$ cat config.mk
export PLATFORM = sky130hd
export DESIGN_NAME = game_flow_controller
export DESIGN_NICKNAME = d
export VERILOG_FILES = /design/src/rtl/game_flow_controller.sv
export SDC_FILE = /design/constraint.sdc
export NUM_CORES = 1
export LEC_CHECK = 0
export CAP_MARGIN = 20
export CORE_MARGIN = 3
export CORE_UTILIZATION = 55
export CTS_BUF_LIST = sky130_fd_sc_hd__clkbuf_16
export DETAILED_ROUTE_END_ITERATION = 7
export PLACE_DENSITY = 0.78
export SYNTH_ARGS = -nofsm -noshare
export SYNTH_HDL_FRONTEND = slang
export SYNTH_SLANG_ARGS = --single-unit
$ cat constraint.sdc
create_clock -name i_Clk -period 2.85 [get_ports i_Clk]
set_input_delay 0.4275 -clock i_Clk [delete_from_list [all_inputs] [get_ports i_Clk]]
set_output_delay 0.4275 -clock i_Clk [all_outputs]
set_load 0.01 [all_outputs]
$ cat src/rtl/game_flow_controller.sv
// Game sequencer for the frog-crossing game: owns lives, level and score,
// gates obstacle motion and returns the player to the start tile.
//
// state     | meaning
// ----------+---------------------------------------------------------
// IDLE      | waiting for the first start press after reset
// PLAY      | obstacles running, watching for collision / goal row
// HIT       | player struck, sprite flashing for the hit hold time
// GOAL      | crossing completed, short pause before the next run
// GAME_OVER | no lives left, score and level held until start
module game_flow_controller #(
   parameter int CLKS_PER_TICK   = 25000,
   parameter int HIT_HOLD_TICKS  = 500,
   parameter int GOAL_HOLD_TICKS = 250,
   parameter int FLASH_TICKS     = 125,
   parameter int LIVES_INIT      = 3,
   parameter int MAX_LEVEL       = 9,
   parameter int GOAL_ROW        = 1
) (
   input  logic       i_Clk,
   input  logic       i_reset,
   input  logic       i_start,
   input  logic [4:0] i_player_x,
   input  logic [3:0] i_player_y,
   input  logic       i_collision,
   output logic       o_player_reset,
   output logic       o_obstacle_enable,
   output logic [3:0] o_level,
   output logic [1:0] o_lives,
   output logic [6:0] o_score,
   output logic [2:0] o_state,
   output logic       o_flash
);

   localparam int HOLD_MAX = (HIT_HOLD_TICKS > GOAL_HOLD_TICKS) ? HIT_HOLD_TICKS : GOAL_HOLD_TICKS;
   localparam int PW = (CLKS_PER_TICK > 1) ? $clog2(CLKS_PER_TICK) : 1;
   localparam int HW = (HOLD_MAX > 1) ? $clog2(HOLD_MAX) : 1;
   localparam int FW = (FLASH_TICKS > 1) ? $clog2(FLASH_TICKS) : 1;

   localparam logic [PW-1:0] PRE_LAST   = PW'(CLKS_PER_TICK - 1);
   localparam logic [HW-1:0] HIT_LAST   = HW'(HIT_HOLD_TICKS - 1);
   localparam logic [HW-1:0] GOAL_LAST  = HW'(GOAL_HOLD_TICKS - 1);
   localparam logic [FW-1:0] FLASH_LAST = FW'(FLASH_TICKS - 1);
   localparam logic [1:0]    LIVES_RST  = 2'(LIVES_INIT);
   localparam logic [3:0]    LEVEL_TOP  = 4'(MAX_LEVEL);
   localparam logic [3:0]    ROW_GOAL   = 4'(GOAL_ROW);
   localparam logic [6:0]    SCORE_TOP  = 7'd99;

   typedef enum logic [2:0] {
      IDLE      = 3'd0,
      PLAY      = 3'd1,
      HIT       = 3'd2,
      GOAL      = 3'd3,
      GAME_OVER = 3'd4
   } state_t;

   state_t          state;
   logic            r_start;
   logic [PW-1:0]   pre_cnt;
   logic [HW-1:0]   hold_cnt;
   logic [FW-1:0]   flash_cnt;
   logic            start_edge;
   logic            tick;
   logic            hold_done;
   logic            flash_flip;
   logic            x_bad;

   assign start_edge = i_start & ~r_start;
   assign tick       = (pre_cnt == PRE_LAST);
   assign hold_done  = tick && (((state == HIT) && (hold_cnt == HIT_LAST)) ||
                                ((state == GOAL) && (hold_cnt == GOAL_LAST)));
   assign flash_flip = tick && (flash_cnt == FLASH_LAST);
   // Wrapped or corrupted columns must not let the frog slip past obstacles.
   assign x_bad      = (i_player_x == 5'd0) || (i_player_x > 5'd20);
   assign o_state    = state;

   // Game FSM with hold timers and all registered outputs.
   always_ff @(posedge i_Clk) begin
      if (i_reset) begin
         state             <= IDLE;
         r_start           <= 1'b1;
         pre_cnt           <= '0;
         hold_cnt          <= '0;
         flash_cnt         <= '0;
         o_player_reset    <= 1'b0;
         o_obstacle_enable <= 1'b0;
         o_level           <= 4'd1;
         o_lives           <= LIVES_RST;
         o_score           <= 7'd0;
         o_flash           <= 1'b0;
      end else begin
         r_start        <= i_start;
         o_player_reset <= 1'b0;
         case (state)
            IDLE, GAME_OVER: begin
               if (start_edge) begin
                  state             <= PLAY;
                  o_player_reset    <= 1'b1;
                  o_obstacle_enable <= 1'b1;
                  o_lives           <= LIVES_RST;
                  o_level           <= 4'd1;
                  o_score           <= 7'd0;
                  pre_cnt           <= '0;
                  hold_cnt          <= '0;
                  flash_cnt         <= '0;
               end
            end
            PLAY: begin
               if (i_collision || x_bad) begin
                  state             <= HIT;
                  o_obstacle_enable <= 1'b0;
                  o_lives           <= o_lives - 2'd1;
                  o_flash           <= 1'b1;
                  pre_cnt           <= '0;
                  hold_cnt          <= '0;
                  flash_cnt         <= '0;
               end else if (i_player_y == ROW_GOAL) begin
                  state             <= GOAL;
                  o_obstacle_enable <= 1'b0;
                  if (o_score != SCORE_TOP) o_score <= o_score + 7'd1;
                  if (o_level != LEVEL_TOP) o_level <= o_level + 4'd1;
                  pre_cnt           <= '0;
                  hold_cnt          <= '0;
                  flash_cnt         <= '0;
               end
            end
            HIT, GOAL: begin
               if (hold_done) begin
                  o_flash   <= 1'b0;
                  pre_cnt   <= '0;
                  hold_cnt  <= '0;
                  flash_cnt <= '0;
                  if ((state == HIT) && (o_lives == 2'd0)) begin
                     state <= GAME_OVER;
                  end else begin
                     state             <= PLAY;
                     o_player_reset    <= 1'b1;
                     o_obstacle_enable <= 1'b1;
                  end
               end else begin
                  pre_cnt <= tick ? '0 : pre_cnt + 1'b1;
                  if (tick) begin
                     hold_cnt  <= hold_cnt + 1'b1;
                     flash_cnt <= flash_flip ? '0 : flash_cnt + 1'b1;
                     if (flash_flip && (state == HIT)) o_flash <= ~o_flash;
                  end
               end
            end
            default: begin
               state             <= IDLE;
               o_obstacle_enable <= 1'b0;
               o_flash           <= 1'b0;
            end
         endcase
      end
   end

endmodule

==> impl_metrics.py <==
metrics = {
    "sta": {
        "hold_slack_ns": 0.493,
        "max_slew_margin": 0.366,
        "clock.fmax_mhz": 405,
        "finalSetupTns_ns": 0,
        "hold_viol_final": 0,
        "rsz0062_at_grt": "false",
        "report.final.setup_viol": 0,
        "finalClockSkew_ns": 0.00561,
        "max_slew.worst_pin.slew_ns": 0.947,
        "min_period_ns": 2.47,
        "final.period_utilization": 0.867,
        "finalMaxSlewViolations": 0,
    },
    "logic_synthesis": {
        "avgSynthCellArea_um2": 8.47,
        "syn-cell-area_um2": 2820,
        "synthCells": 333,
        "yosysSeqAreaShare": 0.362,
        "syn_nets": 355,
        "synth_edf_count": 0,
        "async_flop_share": 0,
        "synth_warnings": 0,
        "ys_ff_latch": 51,
        "synth_ff_type": "dfxtp_1",
        "synth_cell_type_count": 60,
    },
    "clocking": {
        "cts_buffers": 5,
        "path_clk_slew_ns": 0.07,
        "clk_path_buf_depth": 2,
        "cts_root_buf": "clkbuf_16",
        "post_cts_resized": 0,
        "cts_tree": "yes",
        "cts-hold-fix-buffers": 0,
        "clkSinkCount": 51,
        "htree_levels": 2,
        "cts_setup_buffers": 0,
        "insertion_delay_ns": 0.29,
    },
    "power_and_ir_drop": {
        "powerDensity_nw_per_um2": 592,
        "vdd_drop_max_mv": 0.454,
        "p_leak_nw": 1.23,
    },
    "finish": {
        "final_cell_mix": "dfxtp_1, nor2_1, clkdlybuf4s50_1",
        "stdcell_count": 434,
        "num-fill-cells": 384,
        "nNetsFinal": 388,
        "area_delta_synth_final_pct": 20.8,
        "layout-drive-gt1-share": 0.0926,
        "final_common_cell": "dfxtp_1",
        "n_antenna_cell": 0,
        "post-route-util": 0.702,
        "final_cell_area_um2": 3410,
    },
    "detailed_routing": {
        "vias_per_cell": 5.91,
        "firstDrtPassIters": 4,
        "drtIter0Drc": 170,
        "wl_per_cell_um": 15.1,
        "drt-total-wl_um": 6560,
        "num_vias": 2566,
        "drc": 0,
        "ant_nets": 0,
    },
    "setup_path": {
        "critPathRequiredTime_ns": 3.01,
        "crit_buf_inv": 2,
        "start_kind": "primary input",
        "critPathTopFamily": "compound AO/OA/AOI/OAI gates",
        "cp_max_fo": 9,
        "crit_type": "primary input to flip-flop",
        "cp_cell_sequence": "clkdlybuf4s50_1 -> or4_4 -> o21ba_4 -> a311oi_2 -> buf_4 -> o2111ai_1 -> xor2_1 -> nor2_1",
        "endpoint_kind": "flip-flop",
        "critPathSlowestCell": "or4_4",
        "max_stage_delay_ns": 0.55,
        "crit_arrival_ns": 2.63,
    },
    "hold_path": {
        "hold_path.class": "flip-flop to flip-flop",
    },
    "global_routing": {
        "gr-total-overflow": 0,
        "grt_pass1_vias": 2421,
        "grt_usage": 0.223,
        "antenna_found_initial": 0,
        "grt_pass1_wl_um": 11200,
        "grt_max_degree": 37,
    },
    "floorplanning": {
        "start_util": 0.581,
        "row_count": 25,
        "die_w_um": 77.6,
        "die_h_um": 77.6,
        "die-area_um2": 6020,
        "coreArea_um2": 4850,
        "io-pin-count": 32,
    },
    "place": {
        "port_buffers": 31,
        "postPlaceCellArea_um2": 3210,
        "gp_congestion": 0.856,
        "dp_hpwl_um": 4430,
        "dp_cells": 426,
    },
    "outcome": {
        "outcome": "completed",
    },
    "run": {
        "maxCapViolCount": 0,
    },
}
==> power by group <==
| group | internal (mW) | switching (mW) | total (mW) |
|---|---|---|---|
| sequential | 0.745 | 0.0483 | 0.793 |
| clock | 0.503 | 0.264 | 0.767 |
| combinational | 0.189 | 0.268 | 0.457 |
| total | 1.44 | 0.580 | 2.02 |
==> kinds of logic after synthesis <==
| kind of cell | Yosys count | share of synthesized area |
|---|---|---|
| xor+xnor | 14 | 0.0435 |
| compound gates | 96 | 0.224 |
| simple gates | 136 | 0.286 |
| fa+ha+maj | 9 | 0.0399 |
| flops | 51 | 0.362 |
| buf+inv | 25 | 0.0373 |
| mux | 2 | 0.00710 |
==> sequential cells by signal, indices dropped and copies added (netlist names), 2 cells and up <==
| signal | cells |
|---|---|
| hold_cnt | 9 |
| o_state | 3 |
| pre_cnt | 15 |
| flash_cnt | 7 |
| o_lives | 2 |
| o_level | 4 |
| o_score | 7 |
==> synth_stat cells, drive strengths merged, types with 6 or more instances <==
cell    count  area share
a21oi      31       0.059
and3       11       0.024
clkbuf      8       0.011
dfxtp      51        0.36
ha          9       0.040
inv        12       0.016
nand2      11       0.015
nand3      12       0.021
nor2       41       0.055
nor3       10       0.022
o211ai      9       0.026
o21ai      25       0.046
or2         6       0.013
or3         9       0.020
xor2       14       0.043
==> layout make-up <==
cell class | count | area [um2] | area share
timing repair buffer | 39 | 370 | 0.109
inverter | 12 | 45.0 | 0.0132
sequential | 51 | 1020 | 0.300
clock buffer | 5 | 125 | 0.0367
clock inverter | 3 | 67.6 | 0.0198
multi-input combinational | 257 | 1690 | 0.497
tap | 67 | 83.8 | 0.0246
==> metal layers <==
metal | vias up | track usage | share of wire
met4 | 0 | 0.0712 | 0.012
met2 | 69 | 0.358 | 0.48
li1 | 1291 | - | -
met3 | 8 | 0.0499 | 0.053
met1 | 1198 | 0.296 | 0.46
met5 | - | 0 | 0
==> stage by stage <==
step	setup slack, ns	total power, mW
finish	0.379	2.02
global route	0.194	2.11
CTS	0.388	2.03
detailed placement	0.153	1.26
global placement	0.177	1.25
floorplan	0.745	1.11
==> tightest hold or removal path: stages, from the launching register on <==
cell and delay (ns):
dfxtp_1 0.34, nand2_1 0.06, a21oi_1 0.05
==> path summary, 6_finish.rpt <==
kind                                    end                       from  cells after the start  slack, ns
setup / recovery    pre_cnt[8]$_SDFFE_PP0P_              i_player_x[1]                      8       0.38
hold / removal    flash_cnt[0]$_SDFFE_PP0P_  flash_cnt[0]$_SDFFE_PP0P_                      2       0.49
setup reg to reg  flash_cnt[4]$_SDFFE_PP0P_    o_state[0]$_SDFFE_PP0P_                      6       0.41
hold reg to reg   flash_cnt[0]$_SDFFE_PP0P_  flash_cnt[0]$_SDFFE_PP0P_                      2       0.49
No activity file was read; power rests on OpenSTA's default activity.
